$ cat src/rtl/shared_op_pkg.sv
// shared_op_pkg: opcode enum, ADD12 constant and stage-1 payload type for shared_op_sched
package shared_op_pkg;
  typedef enum logic [1:0] {OP_INC = 2'd0, OP_ADD12 = 2'd1, OP_ACC = 2'd2, OP_CLR = 2'd3} op_e;
  localparam int ADD12_K = 12;
  localparam int X_MAX_W = 64;
  localparam int ID_MAX_W = 3;
  typedef struct packed {
    op_e                 op;
    logic [X_MAX_W-1:0]  x;
    logic [ID_MAX_W-1:0] id;
  } s1_t;
endpackage

$ cat src/rtl/rr_arbiter.sv
// rr_arbiter: one-hot round-robin grant with a rotating priority pointer
module rr_arbiter #(
  parameter int N = 4,
  localparam int IW = $clog2(N)
) (
  input  logic          i_clock,
  input  logic          i_rst_n,
  input  logic [N-1:0]  i_req,
  input  logic          i_enable,
  output logic [N-1:0]  o_grant,
  output logic [IW-1:0] o_idx,
  output logic          o_any
);
  logic [IW-1:0] r_ptr;
  // first valid requester at or after the pointer wins
  always_comb begin
    o_grant = '0;
    o_idx = '0;
    o_any = 1'b0;
    for (int k = 0; k < N; k++) begin
      if (i_enable && !o_any && i_req[(int'(r_ptr) + k) % N]) begin
        o_any = 1'b1;
        o_idx = IW'((int'(r_ptr) + k) % N);
        o_grant[(int'(r_ptr) + k) % N] = 1'b1;
      end
    end
  end
  // pointer moves just past the winner, holds when nobody is granted
  always_ff @(posedge i_clock) begin
    if (!i_rst_n) r_ptr <= '0;
    else if (o_any) r_ptr <= (o_idx == IW'(N - 1)) ? '0 : o_idx + 1'b1;
  end
endmodule

$ cat src/rtl/shared_op_sched.sv
// shared_op_sched: round-robin sharing of one 2-stage arithmetic/accumulator unit; SHARED_OP_SCHED_PERF_EN adds grant/starvation counters
module shared_op_sched
  import shared_op_pkg::*;
#(
  parameter int N_REQ = 4,
  parameter int WIDTH = 32,
  localparam int ID_W = $clog2(N_REQ)
) (
  input  logic                   i_clock,
  input  logic                   i_rst_n,
  input  logic                   i_enable,
  input  logic [N_REQ-1:0]       i_req_valid,
  input  logic [N_REQ*2-1:0]     i_req_op,
  input  logic [N_REQ*WIDTH-1:0] i_req_x,
  output logic [N_REQ-1:0]       o_req_ready,
  output logic                   o_resp_valid,
  output logic [ID_W-1:0]        o_resp_id,
  output logic [WIDTH-1:0]       o_resp_data,
  output logic [WIDTH-1:0]       o_acc_value,
  output logic                   o_busy
`ifdef SHARED_OP_SCHED_PERF_EN
  , output logic [31:0]          o_grant_count
  , output logic [15:0]          o_starve_max
`endif
);
  logic [N_REQ-1:0] w_grant;
  logic [ID_W-1:0]  w_idx;
  logic             w_any;
  op_e              w_op;
  logic [WIDTH-1:0] w_x;
  logic [WIDTH-1:0] w_sx;
  logic [WIDTH-1:0] w_result;
  logic             r_s1_valid;
  s1_t              r_s1;
  logic             r_resp_valid;
  logic [ID_W-1:0]  r_resp_id;
  logic [WIDTH-1:0] r_resp_data;
  logic [WIDTH-1:0] r_acc;

  rr_arbiter #(.N(N_REQ)) u_arb (
    .i_clock (i_clock),
    .i_rst_n (i_rst_n),
    .i_req   (i_req_valid),
    .i_enable(i_enable & i_rst_n),
    .o_grant (w_grant),
    .o_idx   (w_idx),
    .o_any   (w_any)
  );

  assign o_req_ready = w_grant;
  assign w_op = op_e'(i_req_op[int'(w_idx)*2 +: 2]);
  assign w_x = i_req_x[int'(w_idx)*WIDTH +: WIDTH];
  assign w_sx = WIDTH'(r_s1.x);
  assign w_result = (r_s1.op == OP_INC)   ? w_sx + 1'b1 :
                    (r_s1.op == OP_ADD12) ? w_sx + WIDTH'(ADD12_K) :
                    (r_s1.op == OP_ACC)   ? r_acc + w_sx : '0;

  // stage 1 captures the granted request
  always_ff @(posedge i_clock) begin
    if (!i_rst_n) begin
      r_s1_valid <= 1'b0;
      r_s1 <= '0;
    end else begin
      r_s1_valid <= w_any;
      if (w_any) r_s1 <= '{op: w_op, x: X_MAX_W'(w_x), id: ID_MAX_W'(w_idx)};
    end
  end

  // stage 2 computes the result and applies accumulator updates in grant order
  always_ff @(posedge i_clock) begin
    if (!i_rst_n) begin
      r_resp_valid <= 1'b0;
      r_resp_id <= '0;
      r_resp_data <= '0;
      r_acc <= '0;
    end else begin
      r_resp_valid <= r_s1_valid;
      if (r_s1_valid) begin
        r_resp_id <= ID_W'(r_s1.id);
        r_resp_data <= w_result;
        if (r_s1.op == OP_ACC || r_s1.op == OP_CLR) r_acc <= w_result;
      end
    end
  end

  assign o_resp_valid = r_resp_valid;
  assign o_resp_id = r_resp_id;
  assign o_resp_data = r_resp_data;
  assign o_acc_value = r_acc;
  assign o_busy = r_s1_valid | r_resp_valid;

`ifdef SHARED_OP_SCHED_PERF_EN
  logic [31:0] r_grant_count;
  logic [15:0] r_starve_max;
  logic [15:0] r_starve [N_REQ];
  logic [15:0] w_starve_nxt [N_REQ];
  logic [15:0] w_starve_top;
  // per-requester wait runs (saturating) and the largest run seen so far
  always_comb begin
    w_starve_top = r_starve_max;
    for (int i = 0; i < N_REQ; i++) begin
      w_starve_nxt[i] = (i_req_valid[i] && !o_req_ready[i]) ? r_starve[i] + {15'd0, r_starve[i] != 16'hFFFF} : '0;
      w_starve_top = (w_starve_nxt[i] > w_starve_top) ? w_starve_nxt[i] : w_starve_top;
    end
  end
  // handshake counter and starvation registers
  always_ff @(posedge i_clock) begin
    if (!i_rst_n) begin
      r_grant_count <= '0;
      r_starve_max <= '0;
      for (int i = 0; i < N_REQ; i++) r_starve[i] <= '0;
    end else begin
      r_grant_count <= r_grant_count + 32'(w_any);
      r_starve_max <= w_starve_top;
      for (int i = 0; i < N_REQ; i++) r_starve[i] <= w_starve_nxt[i];
    end
  end
  assign o_grant_count = r_grant_count;
  assign o_starve_max = r_starve_max;
`endif
endmodule

$ cat config.mk
export PLATFORM = sky130hd
export DESIGN_NAME = shared_op_sched
export DESIGN_NICKNAME = d
export VERILOG_FILES = /design/src/rtl/shared_op_pkg.sv /design/src/rtl/rr_arbiter.sv /design/src/rtl/shared_op_sched.sv
export SDC_FILE = /design/constraint.sdc
export NUM_CORES = 1
export LEC_CHECK = 0
export ABC_CLOCK_PERIOD_IN_PS = 3600
export BUFFER_PORTS_ARGS = -buffer_cell sky130_fd_sc_hd__clkbuf_2
export CORE_ASPECT_RATIO = 0.6
export CORE_MARGIN = 2
export CORE_UTILIZATION = 42
export CTS_BUF_LIST = sky130_fd_sc_hd__clkbuf_8
export CTS_CLUSTER_DIAMETER = 120
export DETAILED_ROUTE_END_ITERATION = 7
export GPL_TIMING_DRIVEN = 0
export HOLD_SLACK_MARGIN = 0.1
export PLACE_DENSITY = 0.75
export SKIP_LAST_GASP = 1
export SLEW_MARGIN = 10
export SYNTH_ARGS = -nofsm -noshare
export SYNTH_HDL_FRONTEND = slang
export SYNTH_HIERARCHICAL = 1
export SYNTH_SLANG_ARGS = --single-unit
export TNS_END_PERCENT = 10
$ cat constraint.sdc
create_clock -name i_clock -period 3.6 [get_ports i_clock]
set_input_delay 0.18 -clock i_clock [delete_from_list [all_inputs] [get_ports i_clock]]
set_output_delay 0.18 -clock i_clock [all_outputs]
set_load 0.1 [all_outputs]
# [Yosys cells after proc, flatten, opt, wreduce, memory -nomap -nowiden]
# Index checks and enable logic that the tools add are counted.
[totals] input_bits=143 output_inout_bits=72 word_cells=93 ff_bits=106
[op_classes] n_mux=35 magnitude_cmp=8 addsub=7 eq_ne=4 reduce_logical=20 shift=2 bitwise=8
[op_table] operator="128-bit by 8-bit variable part select with 32-bit output" count=1
[op_table] operator="32-bit two-way mux" count=3
[op_table] operator="32-bit by 1-bit adder with 32-bit output, second input constant" count=1
[op_table] operator="32-bit adder" count=1
[op_table] operator="32-bit by 4-bit adder with 32-bit output, second input constant" count=1
[op_table] operator="4-bit two-way mux" count=4
[op_table] operator="1-bit two-way mux" count=15
[op_table] operator="3-bit by 4-bit less-than comparator with 1-bit output, second input constant" count=3
[op_table] operator="4-bit OR" count=3
[op_table] operator="1-bit logical AND" count=11
[op_table] operator="2-bit two-way mux" count=5
[op_table] operator="3-bit by 1-bit >= comparator with 1-bit output, second input constant" count=3
[op_table] operator="1-bit binary-select mux with 2-bit select" count=4
[op_table] operator="1-bit demux with 2-bit select" count=4
[op_table] operator="8-bit by 4-bit variable part select with 2-bit output" count=1
[op_table] operator="2-bit equality test, second input constant" count=3
[op_table] operator="2-bit OR reduction" count=3
[op_table] operator="2-bit by 1-bit adder with 2-bit output, second input constant" count=2
[op_table] operator="2-bit adder, second input constant" count=2
[op_table] operator="1-bit bitwise AND, first input constant" count=3
[op_table] operator="1-bit logical NOT" count=3
[op_table] operator="2-bit by 3-bit less-than comparator with 1-bit output, second input constant" count=1
[op_table] operator="2-bit by 1-bit equality test with 1-bit output, second input constant" count=1
[op_table] operator="2-bit by 1-bit >= comparator with 1-bit output, second input constant" count=1
[op_table] operator="5 further kinds" count=5

# [Longest topological paths before layout]
# Gate-level depths: netlist (run 1).
[depth] depth_word=18 mapped_depth=13 ltp_nobuf=12

# [Hierarchy]
# Netlist (run 1), hierarchy kept.
[modules_own_cells] module="shared_op_sched" cells_per_inst=808 area_each_um2=7124.3 seq_area_each_um2=2082.0 instances=1
[modules_own_cells] module="rr_arbiter" cells_per_inst=58 area_each_um2=576.8 seq_area_each_um2=40.0 instances=1

# [Worst setup path after synthesis (run 1)]
# Ideal clock, no wire load.
[synth_path] path_kind="reg-to-reg" from="register r_acc[0] (netlist: o_acc_value[0])" to="register r_resp_data[24] (netlist: o_resp_data[24])" t_arrival_ns=3.800 period_less_slack_ns=3.874 required_time_ns=3.525 stages_incl_launch_ff=13 setup_ns=0.075 path_buffers=0 setup_slack_ns=-0.274 cell_sequence="dfxtp_1 -> ha_1 -> inv_1 -> fa_1 -> nor2b_4 -> o2111ai_2 -> a311o_2 -> a41oi_4 -> a2111oi_4 -> o41ai_4 -> a21oi_1 -> or3_1 -> a31oi_1"
[synth_via] elab_chain_cells=4
[synth_lines] item="start: declaration" line_no="shared_op_sched.sv:38" source="logic [WIDTH-1:0] r_acc;"
[synth_lines] item="start signal: assignment" line_no="shared_op_sched.sv:81" source="if (r_s1.op == OP_ACC || r_s1.op == OP_CLR) r_acc <= w_result;"
[synth_lines] item="32-bit adder" line_no="shared_op_sched.sv:56" source="(r_s1.op == OP_ACC) ? r_acc + w_sx : '0;"
[synth_lines] item="32-bit two-way mux" line_no="shared_op_sched.sv:56"
[synth_lines] item="32-bit two-way mux" line_no="shared_op_sched.sv:55" source="(r_s1.op == OP_ADD12) ? w_sx + WIDTH'(ADD12_K) :"
[synth_lines] item="32-bit two-way mux" line_no="shared_op_sched.sv:54" source="assign w_result = (r_s1.op == OP_INC) ? w_sx + 1'b1 :"
[synth_lines] item="end signal: assignment" line_no="shared_op_sched.sv:80" source="r_resp_data <= w_result;"
[synth_lines] item="end: declaration" line_no="shared_op_sched.sv:37" source="logic [WIDTH-1:0] r_resp_data;"
# Every way passes these cells.
# A chain may end at the register's enable or synchronous reset.

# [Worst setup path after layout (run 1)]
[layout_path] from="input i_rst_n" to="register r_s1[15] (netlist bit)"
[layout_via] elab_chain_cells=16 elab_cells_between_ends=20 classes_between="1 x shift; 8 x mux; 1 x bitwise; 10 x reduce/logical"
[layout_lines] item="start: declaration" line_no="shared_op_sched.sv:10" source="input logic i_rst_n,"
[layout_lines] item="1-bit bitwise AND *" line_no="shared_op_sched.sv:44" source=".i_enable(i_enable & i_rst_n),"
[layout_lines] item="1-bit logical AND" line_no="rr_arbiter.sv:21" source="if (i_enable && !o_any && i_req[(int'(r_ptr) + k) % N]) begin"
[layout_lines] item="1-bit two-way mux" line_no="rr_arbiter.sv:21"
[layout_lines] item="1-bit logical NOT" line_no="rr_arbiter.sv:21"
[layout_lines] item="1-bit logical AND (2 in a row)" line_no="rr_arbiter.sv:21"
[layout_lines] item="1-bit two-way mux" line_no="rr_arbiter.sv:21"
[layout_lines] item="1-bit logical NOT" line_no="rr_arbiter.sv:21"
[layout_lines] item="1-bit logical AND (2 in a row)" line_no="rr_arbiter.sv:21"
[layout_lines] item="1-bit two-way mux" line_no="rr_arbiter.sv:21"
[layout_lines] item="1-bit logical NOT" line_no="rr_arbiter.sv:21"
[layout_lines] item="1-bit logical AND (2 in a row)" line_no="rr_arbiter.sv:21"
[layout_lines] item="2-bit two-way mux *" line_no="rr_arbiter.sv:21"
[layout_lines] item="net w_idx[1]" line_no="shared_op_sched.sv:27" source="logic [ID_W-1:0] w_idx;"
[layout_lines] item="128-bit by 8-bit variable part select with 32-bit output *" line_no="shared_op_sched.sv:52" source="assign w_x = i_req_x[int'(w_idx)*WIDTH +: WIDTH];"
[layout_lines] item="end signal: assignment" line_no="shared_op_sched.sv:65" source="if (w_any) r_s1 <= '{op: w_op, x: X_MAX_W'(w_x), id: ID_MAX_W'(w_idx)};"
[layout_lines] item="end: declaration" line_no="shared_op_sched.sv:34" source="s1_t r_s1;"
# Mark *: on every way through the listed nets, which the timed path passes. The rest lies on a longest branch.

==> results of run 1 <==
==> where the power goes <==
group | switching, mW | internal, mW
Sequential | 0.141 | 1.25
Combinational | 0.912 | 0.696
Clock | 0.473 | 0.266
Total | 1.53 | 2.21
==> state kept, by name (all words and copies together) (netlist names) <==
name,flops
o_acc_value,32
o_resp_data,32
o_resp_id,2
o_resp_valid,1
r_s1,36
r_s1_valid,1
u_arb/r_ptr,2
==> final cells by class <==
| type | instances | area (sq um) | area share (%) |
|---|---|---|---|
| repair buffers | 218 | 1100 | 11.8 |
| clock inverters | 7 | 62.6 | 0.669 |
| clock buffers | 9 | 124 | 1.33 |
| plain buffers | 55 | 258 | 2.76 |
| inverters | 23 | 86.3 | 0.924 |
| flip-flops and latches | 106 | 2130 | 22.8 |
| multi-input cells | 681 | 5290 | 56.6 |
| well taps | 240 | 300 | 3.21 |
==> worst max-delay path: cells and delay by family <==
kind	cells	cell delay, ps
AND/OR/NAND/NOR	5	920
buffers and inverters	5	1790
AO/OA/AOI/OAI	2	500
multiplexers	2	490
==> per-stage QoR <==
| step | util (%) | power [mW] | hold WS, ps | cells |
|---|---|---|---|---|
| 3_5_place_dp | 50.4 | 2.92 | 463 | 1320 |
| 5_1_grt | 51.9 | 3.89 | 116 | 1339 |
| 4_1_cts | 51.5 | 3.67 | 126 | 1335 |
| 3_3_place_gp | 50.4 | 2.90 | 462 | 1320 |
| 2_1_floorplan | - | 2.52 | 334 | 866 |
| 6_report | 51.9 | 3.74 | 143 | 1339 |
==> timing repair <==
item                                    in CTS  in global routing
endpoints found under the setup margin      39                 43
gates cloned                                 0                  0
gates resized for setup                     12                 10
buffers inserted                             0                  4
pin swaps                                    1                  2
endpoints found under the hold margin        0                  0
==> cells in the mapped netlist (all sizes together), types with 3 or more instances <==
| cell type | instances | area [sq um] |
|---|---|---|
| dfxtp | 106 | 2120 |
| nor2 | 103 | 387 |
| nand2 | 62 | 233 |
| o21ai | 53 | 265 |
| a21oi | 49 | 257 |
| clkbuf | 45 | 169 |
| mux2i | 45 | 458 |
| ha | 39 | 488 |
| mux4 | 36 | 811 |
| nand3 | 33 | 165 |
| xnor2 | 33 | 289 |
| xor2 | 27 | 236 |
| inv | 23 | 86.3 |
| a21o | 19 | 143 |
| a211oi | 18 | 140 |
| nor3 | 15 | 86.3 |
| a22o | 13 | 119 |
| a22oi | 11 | 87.6 |
| and3 | 11 | 71.3 |
| buf | 11 | 63.8 |
| nand4 | 10 | 62.6 |
| and2 | 7 | 43.8 |
| o21a | 7 | 52.6 |
| a221o | 6 | 60.1 |
| a31oi | 6 | 37.5 |
| and4 | 6 | 52.6 |
| or3 | 6 | 37.5 |
| nor2b | 5 | 46.3 |
| o211ai | 5 | 56.3 |
| o31ai | 5 | 37.5 |
| o221ai | 4 | 35.0 |
| a2111oi | 3 | 51.3 |
| a221oi | 3 | 26.3 |
| nand2b | 3 | 26.3 |
==> logic make-up (layout without fill, tap and decap cells) <==
group | after synthesis | in the layout | synth area share, %
muxes | 83 | 83 | 16.8
AOI/OAI and AO/OA | 224 | 224 | 21.0
DFF | 106 | 106 | 27.6
and+or+nand+nor | 274 | 274 | 17.1
adders and majority gates | 40 | 40 | 6.60
buffers and inverters | 79 | 312 | 4.14
xor gates and xnor gates | 60 | 60 | 6.82
==> layer usage <==
metal / GRT usage, % / part of all wire [%]
met1: 41.5 / 43
met2: 40.6 / 39
met3: 12.1 / 16
met4: 6.21 / 1.8
met5: 1.04 / 0
==> final timing paths <==
check / from / end / slack, ps / cells after the start
worst max register to register: u_arb/r_ptr[1]$_SDFFE_PN0P_ / r_s1[25]$_SDFFE_PN0P_ / 40 / 12
worst min register to register: o_acc_value[31]$_SDFFE_PN0P_ / o_acc_value[31]$_SDFFE_PN0P_ / 480 / 2
worst max-delay path: i_rst_n / r_s1[15]$_SDFFE_PN0P_ / -20 / 14
worst min-delay path: i_rst_n / u_arb/r_ptr[1]$_SDFFE_PN0P_ / 140 / 2
==> flow_summary.ini, run 1 <==
[status]
status = complete, but fails checks
violations = setup timing

[global_routing]
grt_max_degree = 20
grt_pass1_wl_mm = 42.4
grt_pass1_vias = 7321
track_usage_pct = 29.1
grt.overflow.total = 0
antenna_found_initial = 0

[die]
start_util_pct = 42.7
die_y_um = 109
num_io_pins = 215
die_area_sq_um = 19500
die_w_um = 179
coreArea_sq_um = 18000
rows = 38

[synth]
avgSynthCellArea_sq_um = 8.89
synthFlopType = dfxtp_1
ys_ff_latch = 106
synthCells = 866
yosysSeqAreaShare_pct = 27.6
synthArstFlopShare_pct = 0
synth_cell_types = 81
synth_warnings = 6
synth.net_count = 1049
synth-edff-count = 0
synth_area_sq_um = 7700

[sta]
max_slew.worst_pin.slew_ps = 959
setup_viol = 4
min_period_ps = 3620
skew_ps = 19.1
hold_violations = 0
fmax_ghz = 0.276
min_period_over_period_pct = 100
setup_ws_ps = -17.0
rsz0062_at_grt = true
slew_headroom_pct = 35.8
drv_slew = 0
finalSetupTns_ps = -36.1

[routing]
drt_iter0_drc = 923
wl_mm = 28.4
via_count = 8037
drtAntennaViolNets = 0
drc = 0
viasPerCell = 6.00
first_pass_iters = 7
wire_per_inst_um = 21.2

[placement]
placed_cell_area_sq_um = 9080
dp_slack_ps = -1190
gp_congestion = 0.970
port_buffers = 214
post-dp-hpwl_mm = 22.6

[final_layout]
syn_to_final_growth_pct = 21.4
design_area_sq_um = 9350
final_common_cell = clkbuf_2
num-fill-cells = 1706
layout_common_cells = clkbuf_2, nor2_1, dfxtp_1, nand2_1, o21ai_0
layout-drive-gt1-share_pct = 28.9
nNetsFinal = 1277
antennaDiodeCount = 0

[clocking]
clkSinkCount = 106
clock_latency_ps = 400
hold_buffers = 0
clock-root-buffer = clkbuf_8
cts_buffers = 9
cts_htree_levels = 3
cts_tree = done
clkTransAtPathRegs_ps = 110
cts_buffer_depth = 2

[power_and_ir_drop]
max-vdd-ir-drop_uv = 338
leakage_nw = 4.08
powerDensity_nw_per_um2 = 400

[worst_setup_path]
cpPeakStageDelay_ps = 710
slowest_stage = clkbuf_1
cp-start-kind = primary input
critPathArrivalTime_ps = 3900
crit_fanout = 10
crit_chain = clkbuf_2 -> clkbuf_1 -> clkbuf_1 -> and2_1 -> nor2b_1 -> a22oi_2 -> nor2b_4 -> nor3_4 -> a221o_1 -> clkbuf_2 -> clkbuf_4 -> mux4_2 -> mux2i_1 -> nor2_1
crit_path_end_kind = flip-flop
critical_path_required_ps = 3880
path_class = primary input to flip-flop

[run]
maxCapViolations = 0

[hold_path]
hold_class = primary input to flip-flop
Power figures use the tool's default switching activity.
==> run 2, diff against run 1 <==
- ABC_AREA: not set -> 1
- PLACE_DENSITY: 0.75 -> 0.73
==> run 2 against run 1 <==
The flow now finishes without violations. Die area is 25% higher. First-iteration DRC count increased by 38%. Count of clock-buffer cells in the layout is the same. Core utilization shrank 0.97 points. Setup slack gained 130 ps. Critical path depth up 3. Cell area up 22%. Global-route usage grew 5.8 points. Register-to-register slack better by 80 ps. Largest cell class unchanged. Total power grew to 2.6 times the previous value.
==> flow_summary.ini, run 2 <==
[status]
status = complete, no violations

[routing]
first_pass_iters = 8
wire_per_inst_um = 18.6
drtAntennaViolNets = 0
viasPerCell = 5.38
drc = 0
via_count = 12103
drt_iter0_drc = 1274
wl_mm = 41.8

[synth]
synth_area_sq_um = 9670
ys_ff_latch = 106
synthFlopType = dfxtp_1
synthTopCellsByArea = dfxtp_1, nand2_1, inv_1, nor2_1, o21ai_0
synth.most_common_cell = nand2_1
synth_cell_types = 46
synthCells = 1709
netlist.area_leader.share_pct = 21.9
synthTopCellsByCount = nand2_1, inv_1, nor2_1
avgSynthCellArea_sq_um = 5.66
yosysTopAreaCell = dfxtp_1
synth_warnings = 6
synthArstFlopShare_pct = 0
synth.net_count = 1892
yosysSeqAreaShare_pct = 21.9
synth-edff-count = 0

[die]
die_w_um = 200
die_y_um = 122
die_area_sq_um = 24300
rows = 42
num_io_pins = 215
coreArea_sq_um = 22300
start_util_pct = 43.3

[clocking]
cts_buffer_depth = 2
clock-root-buffer = clkbuf_8
clkSinkCount = 106
clkTransAtPathRegs_ps = 120
cts_buffers = 9
cts_setup_buffers = 0
clock_latency_ps = 420
cts_tree = done
cts_htree_levels = 3

[sta]
min_period_over_period_pct = 96.7
finalSetupTns_ps = 0
max_slew.worst_pin.slew_ps = 817
slew_headroom_pct = 45.5
min_period_ps = 3480
rsz0062_at_grt = true
fmax_ghz = 0.287
setup_viol = 0
drv_slew = 0
hold_violations = 0
skew_ps = 19.5

[worst_setup_path]
critPathArrivalTime_ps = 3810
cp-start-kind = flip-flop
path_class = flip-flop to flip-flop
critical_path_required_ps = 3930
crit_path_end_kind = flip-flop
crit_fanout = 10

[power_and_ir_drop]
max-vdd-ir-drop_uv = 667
p_total_mw = 9.73
powerDensity_nw_per_um2 = 856
internal_power_mw = 3.54
p_sw_mw = 6.19
p_comb_share_pct = 68.6
swShare_pct = 63.6
p_clk_share_pct = 8.6
leakage_nw = 6.22
seqPwrFrac_pct = 22.9

[placement]
placed_cell_area_sq_um = 11100
dp_cells = 2231
post-dp-hpwl_mm = 35.4
port_buffers = 214
gp_congestion = 1.03

[run]
maxCapViolations = 0

[global_routing]
grt_pass1_vias = 11084
grt.overflow.total = 0
grt_pass1_wl_mm = 63.0
grt_max_degree = 21
track_usage_pct = 34.9
antenna_found_initial = 0

[final_layout]
largest_reg_flops = 36
final_common_cell = nand2_1
antennaDiodeCount = 0
layout-drive-gt1-share_pct = 15.8
nNetsFinal = 2118
design_area_sq_um = 11400
fin_util_pct = 50.9
syn_to_final_growth_pct = 17.6
regMostFlops = r_s1
layout_common_cells = nand2_1, inv_1, nor2_1, clkbuf_2, o21ai_0
fin_cells = 2248

[hold_path]
hold_class = primary input to flip-flop
## run 2: worst paths after layout
| kind | slack [ps] | endpoint | cells after the start | start |
|---|---|---|---|---|
| setup / recovery | 120 | r_s1[27]$_SDFFE_PN0P_ | 17 | u_arb/r_ptr[1]$_SDFFE_PN0P_ |
| hold / removal | 130 | r_s1[16]$_SDFFE_PN0P_ | 5 | i_req_x[13] |
| setup reg to reg | 120 | r_s1[27]$_SDFFE_PN0P_ | 17 | u_arb/r_ptr[1]$_SDFFE_PN0P_ |
| hold reg to reg | 510 | o_resp_data[8]$_SDFFE_PN0P_ | 2 | o_resp_data[8]$_SDFFE_PN0P_ |
## run 2: timing repair
item	4_1_cts	5_1_grt
hold endpoints to repair	2	0
gates cloned	0	0
setup endpoints to repair	7	25
hold buffers	1	0
pin swaps	0	0
gates resized for setup	1	9
## run 2: cell type report
| cell class | count | area, sq um |
|---|---|---|
| Fill cell | 2440 | 11000 |
| Multi-Input combinational cell | 1239 | 6110 |
| Sequential cell | 106 | 2120 |
| Inverter | 301 | 1140 |
| Timing Repair Buffer | 215 | 1080 |
| Tap cell | 308 | 385 |
| Buffer | 63 | 314 |
| Clock buffer | 9 | 124 |
| Clock inverter | 7 | 91.3 |
## run 2: cell families after synthesis
group | after synthesis | share of synthesized area, %
and+or+nand+nor | 847 | 37.7
adders and majority gates | 40 | 5.25
DFF | 106 | 21.9
AOI/OAI and AO/OA | 332 | 18.3
xor gates and xnor gates | 20 | 1.81
buffers and inverters | 364 | 15.0
## run 2: critical path, cell delays in order (launching register included)
cell and delay, ps:
dfxtp_1 570, inv_2 150, ha_1 390, inv_1 100, nand3_1 110, nand2_2 60, inv_2 80, nand3_2 140
nand2_1 120, nand2_2 80, nand2_1 150, clkbuf_1 270, inv_1 160, clkbuf_1 260, o21ai_0 370, o22ai_1 150
o21ai_0 170, inv_1 50
## run 2: per-stage QoR
step / setup WS [ps] / hold slack (ps)
floorplan: 599 / 322
global placement: -418 / 455
detailed placement: -419 / 462
CTS: 53.6 / 115
global route: -130 / 161
finish: 117 / 126
## run 2: power groups by stage
stage | combinational, mW | sequential, mW | clock [mW]
2_1_floorplan | 3.52 | 3.03 | 0
3_3_place_gp | 6.40 | 2.19 | 0
3_5_place_dp | 6.45 | 2.20 | 0
4_1_cts | 6.48 | 2.17 | 0.841
5_1_grt | 7.19 | 2.23 | 0.884
6_report | 6.67 | 2.23 | 0.832
## run 2: per-layer routing
layer / routed length (um) / GRT usage, % / share of wire (%)
met2: 15700 / 47.7 / 38
met5: 0 / 0 / 0
met3: 5770 / 12.1 / 14
met4: 573 / 6.57 / 1.4
met1: 19700 / 52.2 / 47
==> run 3, diff against run 2 <==
- CORE_MARGIN: 2 -> 4
- PLACE_DENSITY: 0.73 -> 0.67
==> run 3 against run 2 <==
Critical path depth shrank 1. Total power shrank 1.0%. Die area grew 5.4%. Sequential share of layout area grew 0.058 points. Routed wire length shrank 0.92%. Combinational power shrank 0.6%. Largest cell class unchanged. Via count shrank 0.52%. Non-clock buffer count is the same. Hold slack gained 4.1 ps. Highest routed layer unchanged. Global-route usage shrank 3.7 points. Sequential power is essentially flat.
==> flow_summary.ini, run 3 (synthesis results as in run 2) <==
[status]
status = complete, no violations

[die]
start_util_pct = 43.3
die_area_sq_um = 25600
die_y_um = 126
rows = 42
coreArea_sq_um = 22300
num_io_pins = 215
die_w_um = 204

[final_layout]
layout_common_cells = nand2_1, inv_1, nor2_1, clkbuf_2, o21ai_0
antennaDiodeCount = 0
final_common_cell = nand2_1
nNetsFinal = 2118
num-fill-cells = 2419
layout-drive-gt1-share_pct = 15.8
largest_reg_flops = 36
syn_to_final_growth_pct = 17.3
fin_cells = 2248
regMostFlops = r_s1

[routing]
wl_mm = 41.4
drt_iter0_drc = 1514
via_count = 12040
drtAntennaViolNets = 0
wire_per_inst_um = 18.4
first_pass_iters = 8
viasPerCell = 5.36
drc = 0

[worst_setup_path]
path_class = flip-flop to flip-flop
reg2reg_depth = 16
rrSetupSlack_ps = 100
crit_chain = buf_6 -> inv_8 -> ha_1 -> inv_1 -> nand3_1 -> nand2_2 -> inv_2 -> o21bai_4 -> nand3_2 -> o21ai_2 -> inv_1 -> clkbuf_1 -> o21ai_0 -> o22ai_1 -> o21ai_0 -> inv_1
reg2reg_to = r_s1[22]$_SDFFE_PN0P_
critPathMostFrequentCell = inv_1
critical_path_required_ps = 3920
cp-start-kind = flip-flop
critPathArrivalTime_ps = 3820
crit_fanout = 10
crit_path_end_kind = flip-flop
cpPeakStageDelay_ps = 510
crit_family = compound AO/OA/AOI/OAI gates
critPathBufInv = 7
slowest_stage = o21ai_2
worstReg2RegStart = u_arb/r_ptr[0]$_SDFFE_PN0P_

[sta]
fmax_ghz = 0.286
rsz0062_at_grt = false
setup_ws_ps = 99.0
slew_headroom_pct = 42.4
min_period_over_period_pct = 97.3
hold_violations = 0
setup_viol = 0
min_period_ps = 3500
drv_slew = 0
max_slew.worst_pin.slew_ps = 864
skew_ps = 16.1

[power_and_ir_drop]
p_clk_share_pct = 8.1
powerDensity_nw_per_um2 = 849
leakage_nw = 6.21
p_total_mw = 9.63
p_sw_mw = 6.16
swShare_pct = 64.0
internal_power_mw = 3.46
seqPwrFrac_pct = 23.0
p_comb_share_pct = 68.9
max-vdd-ir-drop_uv = 639

[clocking]
cts_buffer_depth = 2
cts_htree_levels = 3
clock-root-buffer = clkbuf_8
clkSinkCount = 106
cts_setup_buffers = 0
cts_tree = done
clock_latency_ps = 420
clkTransAtPathRegs_ps = 120
cts_buffers = 9

[hold_path]
hold_class = primary input to flip-flop
hold_end = r_s1[3]$_SDFFE_PN0P_
min_from = i_req_x[0]
whs_path_depth = 5

[global_routing]
antenna_found_initial = 0
track_usage_pct = 31.2
grt.overflow.total = 0
grt_pass1_wl_mm = 61.3
grt_max_degree = 21
grt_pass1_vias = 10603

[run]
maxCapViolations = 0

[placement]
post-dp-hpwl_mm = 34.8
gp_congestion = 1.03
dp_slack_ps = -521
dp_cells = 2231
port_buffers = 214
## run 3: per-stage QoR
| step | instance area, sq um | setup TNS [ps] | hold slack [ps] | util, % |
|---|---|---|---|---|
| finish | 11300 | 0 | 130 | 50.8 |
| global route | 11300 | 0 | 158 | 50.8 |
| CTS | 11300 | 0 | 111 | 50.8 |
| detailed placement | 11100 | -13110 | 467 | 49.8 |
| global placement | 11100 | -11040 | 463 | 49.8 |
| floorplan | 9670 | 0 | 322 | - |
## run 3: final cells by class
class	count	area (sq um)	share of cell area, %
inverters	301	1140	10.0
clock buffers	9	124	1.09
clock inverters	7	70.1	0.618
multi-input cells	1239	6110	53.8
plain buffers	63	313	2.76
well taps	308	385	3.40
flip-flops and latches	106	2120	18.7
repair buffers	215	1080	9.53
## run 3: timing repair
| item | 4_1_cts | 5_1_grt |
|---|---|---|
| gates resized for setup | 2 | 5 |
| hold endpoints to repair | 2 | 0 |
| cloned | 0 | 0 |
| setup endpoints to repair | 16 | 21 |
| hold buffers | 1 | 0 |
## run 3: how the worst max path moves through the flow
stage | start | slack, ps | to | cells after the start
2_1_floorplan | u_arb/r_ptr[1]$_SDFFE_PN0P_ | 600 | o_req_ready[0] | 9
3_3_place_gp | i_rst_n | -460 | r_s1[33]$_SDFFE_PN0P_ | 15
3_5_place_dp | i_rst_n | -520 | r_s1[22]$_SDFFE_PN0P_ | 15
4_1_cts | u_arb/r_ptr[1]$_SDFFE_PN0P_ | 30 | r_s1[24]$_SDFFE_PN0P_ | 16
5_1_grt | u_arb/r_ptr[0]$_SDFFE_PN0P_ | 4 | r_s1[27]$_SDFFE_PN0P_ | 18
6_report | u_arb/r_ptr[0]$_SDFFE_PN0P_ | 100 | r_s1[22]$_SDFFE_PN0P_ | 16
## run 3: per-layer routing
layer	up-vias	track usage [%]	part of all wire, %
met5	-	0	0
met1	5438	48.4	47
met3	46	9.96	14
met2	679	41.8	38
met4	0	5.23	1.5
li1	5877	-	-
## run 3: tightest hold or removal path: cells and delay by family
kind / cells / cell delay, ps
AOI/OAI and AO/OA: 2 / 180
buffers and inverters: 2 / 130
and+or+nand+nor: 1 / 30
## run 3: power by group through the flow
stage | combinational [mW] | clock [mW] | sequential (mW)
after floorplan | 3.52 | 0 | 3.03
after global placement | 6.36 | 0 | 2.18
after detailed placement | 6.42 | 0 | 2.19
after CTS | 6.45 | 0.797 | 2.16
after global routing | 7.10 | 0.836 | 2.24
final | 6.63 | 0.780 | 2.22
